**src/rtl/fifo_word_uart_tx_pkg.sv**
```systemverilog
// Shared definitions for the FIFO word-to-UART transmitter: line levels, FSM encodings, frame size.
// Optional even parity bit is enabled by defining FIFO_TX_PARITY_EN.
package fifo_word_uart_tx_pkg;

    localparam int unsigned UART_BITS_PER_BYTE = 8;
    localparam logic        START_LEVEL        = 1'b0;
    localparam logic        STOP_LEVEL         = 1'b1;
    localparam logic        IDLE_LEVEL         = 1'b1;

`ifdef FIFO_TX_PARITY_EN
    localparam int unsigned FRAME_BITS = 11;
`else
    localparam int unsigned FRAME_BITS = 10;
`endif

    typedef enum logic [2:0] {
        W_IDLE,
        W_POP,
        W_LOAD,
        W_SEND,
        W_DONE
    } word_state_t;

    typedef enum logic [2:0] {
        S_IDLE,
        S_START,
        S_DATA,
        S_PARITY,
        S_STOP
    } ser_state_t;

    // Counter width that stays at least one bit for degenerate sizes.
    function automatic int unsigned idx_width(input int unsigned n);
        return (n > 1) ? $clog2(n) : 1;
    endfunction

endpackage

```
**src/rtl/fifo_word_uart_tx_byte.sv**
```systemverilog
// Single-byte UART serializer: start, 8 data bits LSB first, optional even parity, stop.
// A new byte can be accepted in the last cycle of the stop bit so consecutive frames are gapless.
module fifo_word_uart_tx_byte
    import fifo_word_uart_tx_pkg::*;
#(
    parameter int unsigned CLKS_PER_BIT = 868
) (
    input  logic       clk,
    input  logic       rst,
    input  logic       byte_valid,
    input  logic [7:0] byte_data,
    output logic       byte_ready_c,
    output logic       frame_done_c,
    output logic       txd
);

    localparam int unsigned BAUD_W = idx_width(CLKS_PER_BIT);

    ser_state_t        state;
    logic [BAUD_W-1:0] baud_cnt;
    logic [2:0]        bit_idx;
    logic [7:0]        shift;
    logic              parity;
    logic              bit_end;

    assign bit_end      = (baud_cnt == BAUD_W'(CLKS_PER_BIT - 1));
    assign frame_done_c = (state == S_STOP) && bit_end;
    assign byte_ready_c = (state == S_IDLE) || frame_done_c;

    always_ff @(posedge clk) begin
        if (rst) begin
            state    <= S_IDLE;
            baud_cnt <= '0;
            bit_idx  <= '0;
            shift    <= '0;
            parity   <= 1'b0;
            txd      <= IDLE_LEVEL;
        end else if (byte_valid && byte_ready_c) begin
            state    <= S_START;
            baud_cnt <= '0;
            bit_idx  <= '0;
            shift    <= byte_data;
            parity   <= ^byte_data;
            txd      <= START_LEVEL;
        end else begin
            case (state)
                S_IDLE: begin
                    baud_cnt <= '0;
                    txd      <= IDLE_LEVEL;
                end
                S_START: begin
                    if (bit_end) begin
                        baud_cnt <= '0;
                        state    <= S_DATA;
                        txd      <= shift[0];
                    end else begin
                        baud_cnt <= baud_cnt + BAUD_W'(1);
                    end
                end
                S_DATA: begin
                    if (bit_end) begin
                        baud_cnt <= '0;
                        if (bit_idx == 3'(UART_BITS_PER_BYTE - 1)) begin
                            bit_idx <= '0;
`ifdef FIFO_TX_PARITY_EN
                            state   <= S_PARITY;
                            txd     <= parity;
`else
                            state   <= S_STOP;
                            txd     <= STOP_LEVEL;
`endif
                        end else begin
                            bit_idx <= bit_idx + 3'd1;
                            shift   <= shift >> 1;
                            txd     <= shift[1];
                        end
                    end else begin
                        baud_cnt <= baud_cnt + BAUD_W'(1);
                    end
                end
                S_PARITY: begin
                    if (bit_end) begin
                        baud_cnt <= '0;
                        state    <= S_STOP;
                        txd      <= STOP_LEVEL;
                    end else begin
                        baud_cnt <= baud_cnt + BAUD_W'(1);
                    end
                end
                S_STOP: begin
                    if (bit_end) begin
                        baud_cnt <= '0;
                        state    <= S_IDLE;
                    end else begin
                        baud_cnt <= baud_cnt + BAUD_W'(1);
                    end
                    txd <= STOP_LEVEL;
                end
                default: begin
                    state <= S_IDLE;
                    txd   <= IDLE_LEVEL;
                end
            endcase
        end
    end

endmodule

```
**src/rtl/fifo_word_uart_tx.sv**
```systemverilog
// FIFO read-side consumer: pops DATA_W-bit words and sends them LSB byte first over UART.
// Build option: FIFO_TX_PARITY_EN adds an even parity bit to every byte frame.
module fifo_word_uart_tx
    import fifo_word_uart_tx_pkg::*;
#(
    parameter int unsigned DATA_W = 32,
    parameter int unsigned CLK_HZ = 100_000_000,
    parameter int unsigned BAUD   = 115200
) (
    input  logic              clk,
    input  logic              rst,
    input  logic              tx_enable,
    input  logic              fifo_empty,
    output logic              fifo_rd_en,
    input  logic [DATA_W-1:0] fifo_rd_data,
    output logic              uart_txd,
    output logic              busy,
    output logic              word_done
);

    localparam int unsigned CLKS_PER_BIT = CLK_HZ / BAUD;
    localparam int unsigned BYTES        = DATA_W / 8;
    localparam int unsigned BYTE_IDX_W   = idx_width(BYTES);
    localparam int unsigned LAST_BYTE    = BYTES - 1;

    word_state_t           state;
    logic [DATA_W-1:0]     word_reg;
    logic [BYTE_IDX_W-1:0] byte_idx;
    logic                  byte_valid_c;
    logic [7:0]            byte_data_c;
    logic                  byte_ready_c;
    logic                  frame_done_c;

    // First byte goes straight from the FIFO read data; the rest come from the shifted word register.
    assign byte_valid_c = (state == W_LOAD) ||
                          ((state == W_SEND) && (byte_idx != BYTE_IDX_W'(LAST_BYTE)));
    assign byte_data_c  = (state == W_LOAD) ? fifo_rd_data[7:0] : word_reg[7:0];

    always_ff @(posedge clk) begin
        if (rst) begin
            state      <= W_IDLE;
            word_reg   <= '0;
            byte_idx   <= '0;
            fifo_rd_en <= 1'b0;
            busy       <= 1'b0;
            word_done  <= 1'b0;
        end else begin
            fifo_rd_en <= 1'b0;
            word_done  <= 1'b0;
            case (state)
                W_IDLE: begin
                    busy <= 1'b0;
                    if (tx_enable && !fifo_empty) begin
                        state      <= W_POP;
                        fifo_rd_en <= 1'b1;
                        busy       <= 1'b1;
                    end
                end
                W_POP: begin
                    state <= W_LOAD;
                end
                W_LOAD: begin
                    word_reg <= fifo_rd_data >> 8;
                    byte_idx <= '0;
                    state    <= W_SEND;
                end
                W_SEND: begin
                    if (byte_valid_c && byte_ready_c) begin
                        word_reg <= word_reg >> 8;
                        byte_idx <= byte_idx + BYTE_IDX_W'(1);
                    end else if (frame_done_c) begin
                        state     <= W_DONE;
                        word_done <= 1'b1;
                    end
                end
                W_DONE: begin
                    busy  <= 1'b0;
                    state <= W_IDLE;
                end
                default: begin
                    state <= W_IDLE;
                end
            endcase
        end
    end

    fifo_word_uart_tx_byte #(
        .CLKS_PER_BIT(CLKS_PER_BIT)
    ) u_byte_tx (
        .clk         (clk),
        .rst         (rst),
        .byte_valid  (byte_valid_c),
        .byte_data   (byte_data_c),
        .byte_ready_c(byte_ready_c),
        .frame_done_c(frame_done_c),
        .txd         (uart_txd)
    );

endmodule

```
**config.mk**
```make
export PLATFORM = sky130hd
export DESIGN_NAME = fifo_word_uart_tx
export DESIGN_NICKNAME = d
export VERILOG_FILES = /design/src/rtl/fifo_word_uart_tx_pkg.sv /design/src/rtl/fifo_word_uart_tx_byte.sv /design/src/rtl/fifo_word_uart_tx.sv
export SDC_FILE = /design/constraint.sdc
export NUM_CORES = 1
export LEC_CHECK = 0
export ABC_AREA = 1
export CAP_MARGIN = 20
export CORE_ASPECT_RATIO = 0.9
export CORE_MARGIN = 3
export CORE_UTILIZATION = 50
export DETAILED_ROUTE_END_ITERATION = 12
export PLACE_DENSITY = 0.8
export SKIP_CTS_REPAIR_TIMING = 1
export SLEW_MARGIN = 30
export SYNTH_ARGS = -nofsm -noshare
export SYNTH_HDL_FRONTEND = slang
export SYNTH_SLANG_ARGS = --single-unit
```
**constraint.sdc**
```tcl
create_clock -name clk -period 2.5 [get_ports clk]
set_input_delay 0.5 -clock clk [delete_from_list [all_inputs] [get_ports clk]]
set_output_delay 0.5 -clock clk [all_outputs]
set_load 0.03 [all_outputs]
```
==> results of run 1 <==
[cell usage in the layout, fill, tap and decap left out, drive strengths merged]
master / synthesis / final
clkdlybuf4s50: 0 / 39
a211oi: 1 / 1
a21oi: 28 / 28
buf: 13 / 4
clkbuf: 3 / 14
o22ai: 2 / 2
nor2: 66 / 66
or2: 4 / 4
nand4: 4 / 4
nor3: 5 / 5
o21ai: 17 / 17
clkinv: 1 / 2
nand2: 152 / 152
nor3b: 1 / 1
ha: 4 / 4
bufinv: 0 / 1
o2111ai: 1 / 1
a32oi: 1 / 1
xor2: 2 / 2
inv: 47 / 47
o211ai: 1 / 1
nand3: 40 / 40
dfxtp: 57 / 57
[worst min-delay path by stage]
stage                                end  depth (start not counted)
global placement    u_byte_tx.bit_idx[1]                          2
CTS                 u_byte_tx.bit_idx[2]                          2
detailed placement  u_byte_tx.bit_idx[2]                          2
floorplan           u_byte_tx.bit_idx[1]                          2
finish              u_byte_tx.bit_idx[2]                          2
global route                 word_reg[1]                          2
[per-layer routing]
layer / routed length [um] / part of all wire (%) / global-route usage (%) / vias up
li1: - / - / - / 1491
met1: 3014 / 47 / 26.21 / 1268
met2: 2870 / 45 / 30.80 / 79
met3: 470 / 7.3 / 6.950 / 8
met4: 79 / 1.2 / 6.595 / 0
met5: 0 / 0 / 0 / -
[metrics by stage]
stage	setup slack, ns	area (um^2)
after floorplan	0.8643	2962
after global placement	0.4614	3357
after detailed placement	0.3755	3357
after CTS	0.3786	3565
after global routing	0.1559	3565
final	0.3809	3565
[layout make-up]
class	instances	share of cell area, %
clock buffer	14	4.844
clock inverter	2	0.9828
inverter	48	5.090
multi-input combinational	329	42.93
sequential	57	32.01
tap	67	2.352
timing repair buffer	43	11.79
[kinds of logic after synthesis]
| family | count (synthesis) | share of synthesized area (%) |
|---|---|---|
| AOI/OAI and AO/OA | 51 | 9.252 |
| xor gates and xnor gates | 2 | 0.5916 |
| adders and majority gates | 4 | 1.690 |
| buffers and inverters | 64 | 9.801 |
| DFF | 57 | 38.53 |
| and+or+nand+nor | 272 | 40.13 |
[power groups by stage]
stage	clock [mW]	sequential, mW	combinational, mW
after floorplan	0	1.13	0.630
after global placement	0	1.12	0.796
after detailed placement	0	1.13	0.815
after CTS	0.911	1.11	0.823
after global routing	0.954	1.12	0.937
final	0.894	1.11	0.827
[worst reg2reg max path, stage by stage (launching register included)]
cell     delay [ns]
dfxtp_1        0.40
ha_1           0.26
nand3_1        0.14
nor2_4         0.14
nand3_2        0.11
nand2_4        0.14
nand3_4        0.20
nand2_4        0.26
inv_1          0.18
nor2_1         0.15
nor2_1         0.05
==> impl_results.md, run 1 <==
- Internal power summed over all cells: 1.881 mW
- Max cap viols: 0
- Combined area of the multi-input logic cells: 1530 um^2
- Slowest stage cell, crit path: dfxtp_1
- Overall routing resource usage: around a fifth
- Number of fill cells in the layout: 494
- RR Startpoint: u_byte_tx.baud_cnt[0]
- Layout Utilization: roughly 65%
- Post-Synthesis Cells: 450
- PwrDens: 794.5 nW/um^2
- Synth cell types: 34
- Maximum fanout along the worst path: 21
- R2R Path End: word_reg[14]
- Critical path's largest stage delay: 0.40 ns
- Clock share of power: between 30% and 40%
- Number of port buffers: 39
- Net count of the mapped netlist: 490
- TritonRoute pass-1 iters: 5
- Final period utilization: a little over four fifths
- Layout net count: ~530
- Max FFs per register: 24
- Register bit total from synthesis: 57
- Critical setup path kind: reg -> reg
- CTS root buf: clkbuf_8
- Wire length reported by the detailed router: 6435 um
- Sequential cell area in the final layout: 1141 um^2
- Placement row count: 25
- Number of stages on the worst setup path: 10
- Post-synth ARST share: 0%
- Combinational cell fraction of total power: 29.2%
- Clock tree from TritonCTS: built
- Initial cell density of the core: between 50% and 60%
- Worst vdd ir: slightly above 0.0005 V
- Syn avg cell area: 6.581 um^2
- Data required, critical path: 2.74 ns
- Sort of element at the start of the critical path: flip-flop
- Ys flop type: dfxtp_1
- Result of the run: completed
- Cell with the most instances after synthesis: nand2_1
- CTS H-tree depth: 3
- CP delay by family, top: simple AND/OR/NAND/NOR gates
- Area share of the largest cell type after synthesis: between 30% and 40%
- Layout cell share with drive strength beyond 1: 9.128%
- Top cells by area in the synthesized netlist: dfxtp_1 39%, nand2_1 18%, nor2_1 7.5%
- Later-pin clock latency in the skew report: 0.34 ns
- ANT cells: 0
- Clock skew after layout: around 0.0066 ns
- Clock buffer count from CTS: 9
- Achievable clock frequency: about 470 MHz
- Post-synth EDFFs: 0
- Switching part of the total: 33.59%
- I/O pin total: 40
- Reg2reg setup slack: 0.38 ns
- DIE AREA: approximately 6900 um^2
- Number of design rule violations left after detail routing: 0
- Crit-path cells: ha_1 -> nand3_1 -> nor2_4 -> nand3_2 -> nand2_4 -> nand3_4 -> nand2_4 -> inv_1 -> nor2_1 -> nor2_1
- Placed instance count: 544
- Number of endpoints failing setup at the final stage: 0
- Overall die height: 79.02 um
- Global-route wire length before repair: approximately 11000 um
- Worst setup path startpoint: u_byte_tx.baud_cnt[0]
- Slew HR: roughly two thirds
- CP endpoint: word_reg[14]
- Worst slack on hold paths: about 0.47 ns
- Final Max Slew Viols: 0
- Most common library cells after synthesis: 145 x nand2_1, 59 x nor2_1, 57 x dfxtp_1, 43 x inv_1, 36 x nand3_1
- Clock Tree Buf Depth: 2
- Setup_tns: 0 ns
- Std-Cell Core Area: 5474 um^2
- Switching component of the power: 951.4 uW
- Signed area change from the synthesized netlist to the final layout: 20.36%
- Cell type with the largest total area after synthesis: dfxtp_1
- Number of vias after detailed routing: around 2800
- Number of global-route vias before repair: 2501
- Number of antenna violations at the first check in global routing: 0
- YS warnings: 0
- Routed wirelength normalized by instance count: 11.49 um
- Sequential fraction of the synthesis area: about two fifths
- R2r worst-path depth: 10
- Total gr overflow: 0
- PnR Total Power: about 2.8 mW
- Kind of path behind the tightest hold check: reg -> reg
- Initial DRC count: 169
- Count of nets left with antenna violations after detail routing: 0
- Via/cell ratio: 5.082
- Final standard cell count with taps included and fillers excluded: 560
- Shortest clock period the worst path allows after layout: 2.119 ns
- Measured slew at the worst slew-check pin: 0.5023 ns
- Static leakage: 1.587 nW
- Origin of the worst min-delay path: u_byte_tx.bit_idx[2]
- Gpl congestion: 0.8502
- Number of hold violations in the final report: 0
- Post-synthesis cell area: 2962 um^2
- Critical path buffers and inverters: 1
- Die width: 87.13 um
- Category of the worst setup path capture point: flip-flop
- Pin count of the biggest net entering global routing: 27
- Part of the total power dissipated in sequential elements: between 30% and 40%
- Unrepaired setup endpoints after global routing: no
- Data arrival time of the worst path: between 2 and 2.5 ns
- Number of clock sinks seen by CTS: 57
- Clock slew at the register clock pins of the worst setup and hold paths: 0.06 ns
- DP HPWL: around 4600 um
(Power assumes the default switching activity.)
==> run 2, diff against run 1 <==
--- a/config.mk
+++ b/config.mk
@@ -9,9 +9,9 @@
 export CAP_MARGIN = 20
 export CORE_ASPECT_RATIO = 0.9
 export CORE_MARGIN = 3
-export CORE_UTILIZATION = 50
+export CORE_UTILIZATION = 49
 export DETAILED_ROUTE_END_ITERATION = 12
-export PLACE_DENSITY = 0.8
+export PLACE_DENSITY = 0.81
 export SKIP_CTS_REPAIR_TIMING = 1
 export SLEW_MARGIN = 30
 export SYNTH_ARGS = -nofsm -noshare
==> constraint.sdc (replaced) <==
create_clock -name clk -period 1.8 [get_ports clk]
set_input_delay 0.36 -clock clk [delete_from_list [all_inputs] [get_ports clk]]
set_output_delay 0.36 -clock clk [all_outputs]
set_load 0.03 [all_outputs]
==> run 2 against run 1 <==
Net effect:
- setup slack got worse by 0.30 ns
- worst hold slack barely moved
- clock skew rose by 0.0020 ns
- sequential power rose by 40%
- combinational power rose by 51%
- global-route usage rose by 0.11 points
==> impl_results.md, run 2 (synthesis gave the netlist of run 1 again) <==
- Critical setup path kind: reg -> out (was reg -> reg)
- Final Max Slew Viols: 0 (unchanged)
- Overall routing resource usage: 20.14% (was 20.03%)
- Commonest non-fill, non-tap cells in the layout: 145 x nand2_1, 58 x nor2_1, 54 x dfxtp_1, 41 x inv_1, 39 x clkdlybuf4s50_1 (was 145 x nand2_1, 59 x nor2_1, 57 x dfxtp_1, 43 x inv_1, 39 x clkdlybuf4s50_1)
- Later-pin clock latency in the skew report: 0.34 ns (about the same)
- Kind of path behind the tightest hold check: reg -> reg (unchanged)
- Result of the run: completed (unchanged)
- Sequential cell area in the final layout: 1147 um^2 (was 1141 um^2)
- Data arrival time of the worst path: 1.36 ns (was 2.35 ns)
- Achievable clock frequency: 581.6 MHz
- Initial DRC count: 158 (was 169)
- Cell area after layout: 3710 um^2 (was 3565 um^2)
- Clock skew after layout: 0.008609 ns (was 0.006586 ns)
- Crit-path cells: clkdlybuf4s50_1 (was ha_1 -> nand3_1 -> nor2_4 -> nand3_2 -> nand2_4 -> nand3_4 -> nand2_4 -> inv_1 -> nor2_1 -> nor2_1)
- Via/cell ratio: 4.967 (was 5.082)
- Most common cell after layout, fill and taps aside: nand2_1 (unchanged)
- Pin count of the biggest net entering global routing: 29 (was 27)
- Number of endpoints failing setup at the final stage: 0 (unchanged)
- TritonRoute pass-1 iters: 4 (was 5)
- Wire length reported by the detailed router: 6621 um (was 6435 um)
- Max FFs per register: 24 (unchanged)
- Count of nets left with antenna violations after detail routing: 0 (unchanged)
- Combined area of the multi-input logic cells: 1562 um^2 (was 1530 um^2)
- Clock slew at the register clock pins of the worst setup and hold paths: 0.06 ns (about the same)
- Final worst-path setup slack: 0.08047 ns (was 0.3809 ns)
- Clock buffer count from CTS: 9 (unchanged)
- Critical path's largest stage delay: 0.68 ns (was 0.40 ns)
- Number of design rule violations left after detail routing: 0 (unchanged)
- Post-Place Setup Slack: 0.03639 ns (was 0.3755 ns)
- PwrDens: 1075 nW/um^2 (was 794.5 nW/um^2)
- Layout net count: 542 (was 528)
- Clock tree from TritonCTS: built (unchanged)
- Routed wirelength normalized by instance count: 11.49 um (about the same)
- Number of global-route vias before repair: 2565 (was 2501)
- DP HPWL: 4672 um (was 4634 um)
- CTS root buf: clkbuf_8 (unchanged)
- Category of the worst setup path capture point: primary output (was flip-flop)
- Slowest stage cell, crit path: clkdlybuf4s50_1 (was dfxtp_1)
- Die width: 87.95 um (was 87.13 um)
- I/O pin total: 40 (unchanged)
- CP delay by family, top: buffers and inverters (was simple AND/OR/NAND/NOR gates)
- Placed standard-cell area: 3428 um^2 (was 3357 um^2)
- Layout cell share with drive strength beyond 1: 12.85% (was 9.128%)
- Number of port buffers: 39 (unchanged)
- Number of vias after detailed routing: 2861 (was 2846)
- Number of clock sinks seen by CTS: 57 (unchanged)
- Initial cell density of the core: 51.43% (was 54.10%)
- Static leakage: 1.654 nW (was 1.587 nW)
- Final period utilization: 95.53%
- Std-Cell Core Area: 5758 um^2 (was 5474 um^2)
- Placement row count: 26 (was 25)
- Worst vdd ir: 0.0006863 V (was 0.0005175 V)
- Total gr overflow: 0 (unchanged)
- Clock Tree Buf Depth: 2 (unchanged)
- ANT cells: 0 (unchanged)
- Gpl congestion: 0.8676 (was 0.8502)
- DIE AREA: 7014 um^2 (was 6884 um^2)
- Number of hold violations in the final report: 0 (unchanged)
- Number of antenna violations at the first check in global routing: 0 (unchanged)
- Data required, critical path: 1.44 ns (was 2.74 ns)
- Global-route wire length before repair: 11060 um (was 10920 um)
- Overall die height: 79.76 um (was 79.02 um)
- CTS H-tree depth: 3 (unchanged)
- Layout Utilization: 64.43% (was 65.12%)
- Max cap viols: 0 (unchanged)
- Sort of element at the start of the critical path: flip-flop (unchanged)
- Critical path buffers and inverters: 1 (unchanged)
- Number of fill cells in the layout: 497 (was 494)
- Maximum fanout along the worst path: 2 (was 21)
- Shortest clock period the worst path allows after layout: 1.720 ns
- Signed area change from the synthesized netlist to the final layout: 25.26% (was 20.36%)
- Slew HR: 77.21% (was 66.48%)
- Measured slew at the worst slew-check pin: 0.3393 ns (was 0.5023 ns)
[run 2: metal layers]
| metal | global-route usage [%] | vias to the layer above | part of all wire [%] |
|---|---|---|---|
| met4 | 6.748 | 0 | 1.4 |
| met5 | 0 | - | 0 |
| met3 | 7.018 | 12 | 6.6 |
| met1 | 26.34 | 1254 | 49 |
| li1 | - | 1522 | - |
| met2 | 30.80 | 73 | 43 |
[run 2: path summary, 6_finish.rpt]
kind | start | cells past startpoint | slack [ns] | endpoint
max reg2reg | u_byte_tx.baud_cnt[0] | 10 | 0.12 | word_reg[10]
min reg2reg | busy | 2 | 0.47 | busy
max | u_byte_tx.txd | 1 | 0.08 | uart_txd
min | busy | 2 | 0.47 | busy
[run 2: final cells by class]
class                   instances  share of cell area [%]
multi-input cells             329                   42.09
flip-flops and latches         57                   30.93
repair buffers                 57                   14.27
inverters                      48                   5.093
clock buffers                  12                   4.182
well taps                      70                   2.361
clock inverters                 3                   1.079
[run 2: stage by stage]
| stage | total power, mW | TNS (ns) | std cells | hold WS [ns] |
|---|---|---|---|---|
| after floorplan | 2.444 | 0 | 450 | 0.4427 |
| after global placement | 2.712 | 0 | 556 | 0.4531 |
| after detailed placement | 2.736 | 0 | 556 | 0.4602 |
| after CTS | 3.932 | 0 | 571 | 0.4712 |
| after global routing | 4.269 | -0.04038 | 576 | 0.4919 |
| final | 3.988 | 0 | 576 | 0.4709 |
[run 2: where the power goes]
part           switching [mW]  internal [mW]  total, mW
Clock                   0.488          0.702       1.19
Sequential              0.108           1.44       1.55
Combinational           0.747          0.501       1.25
Total                    1.34           2.65       3.99
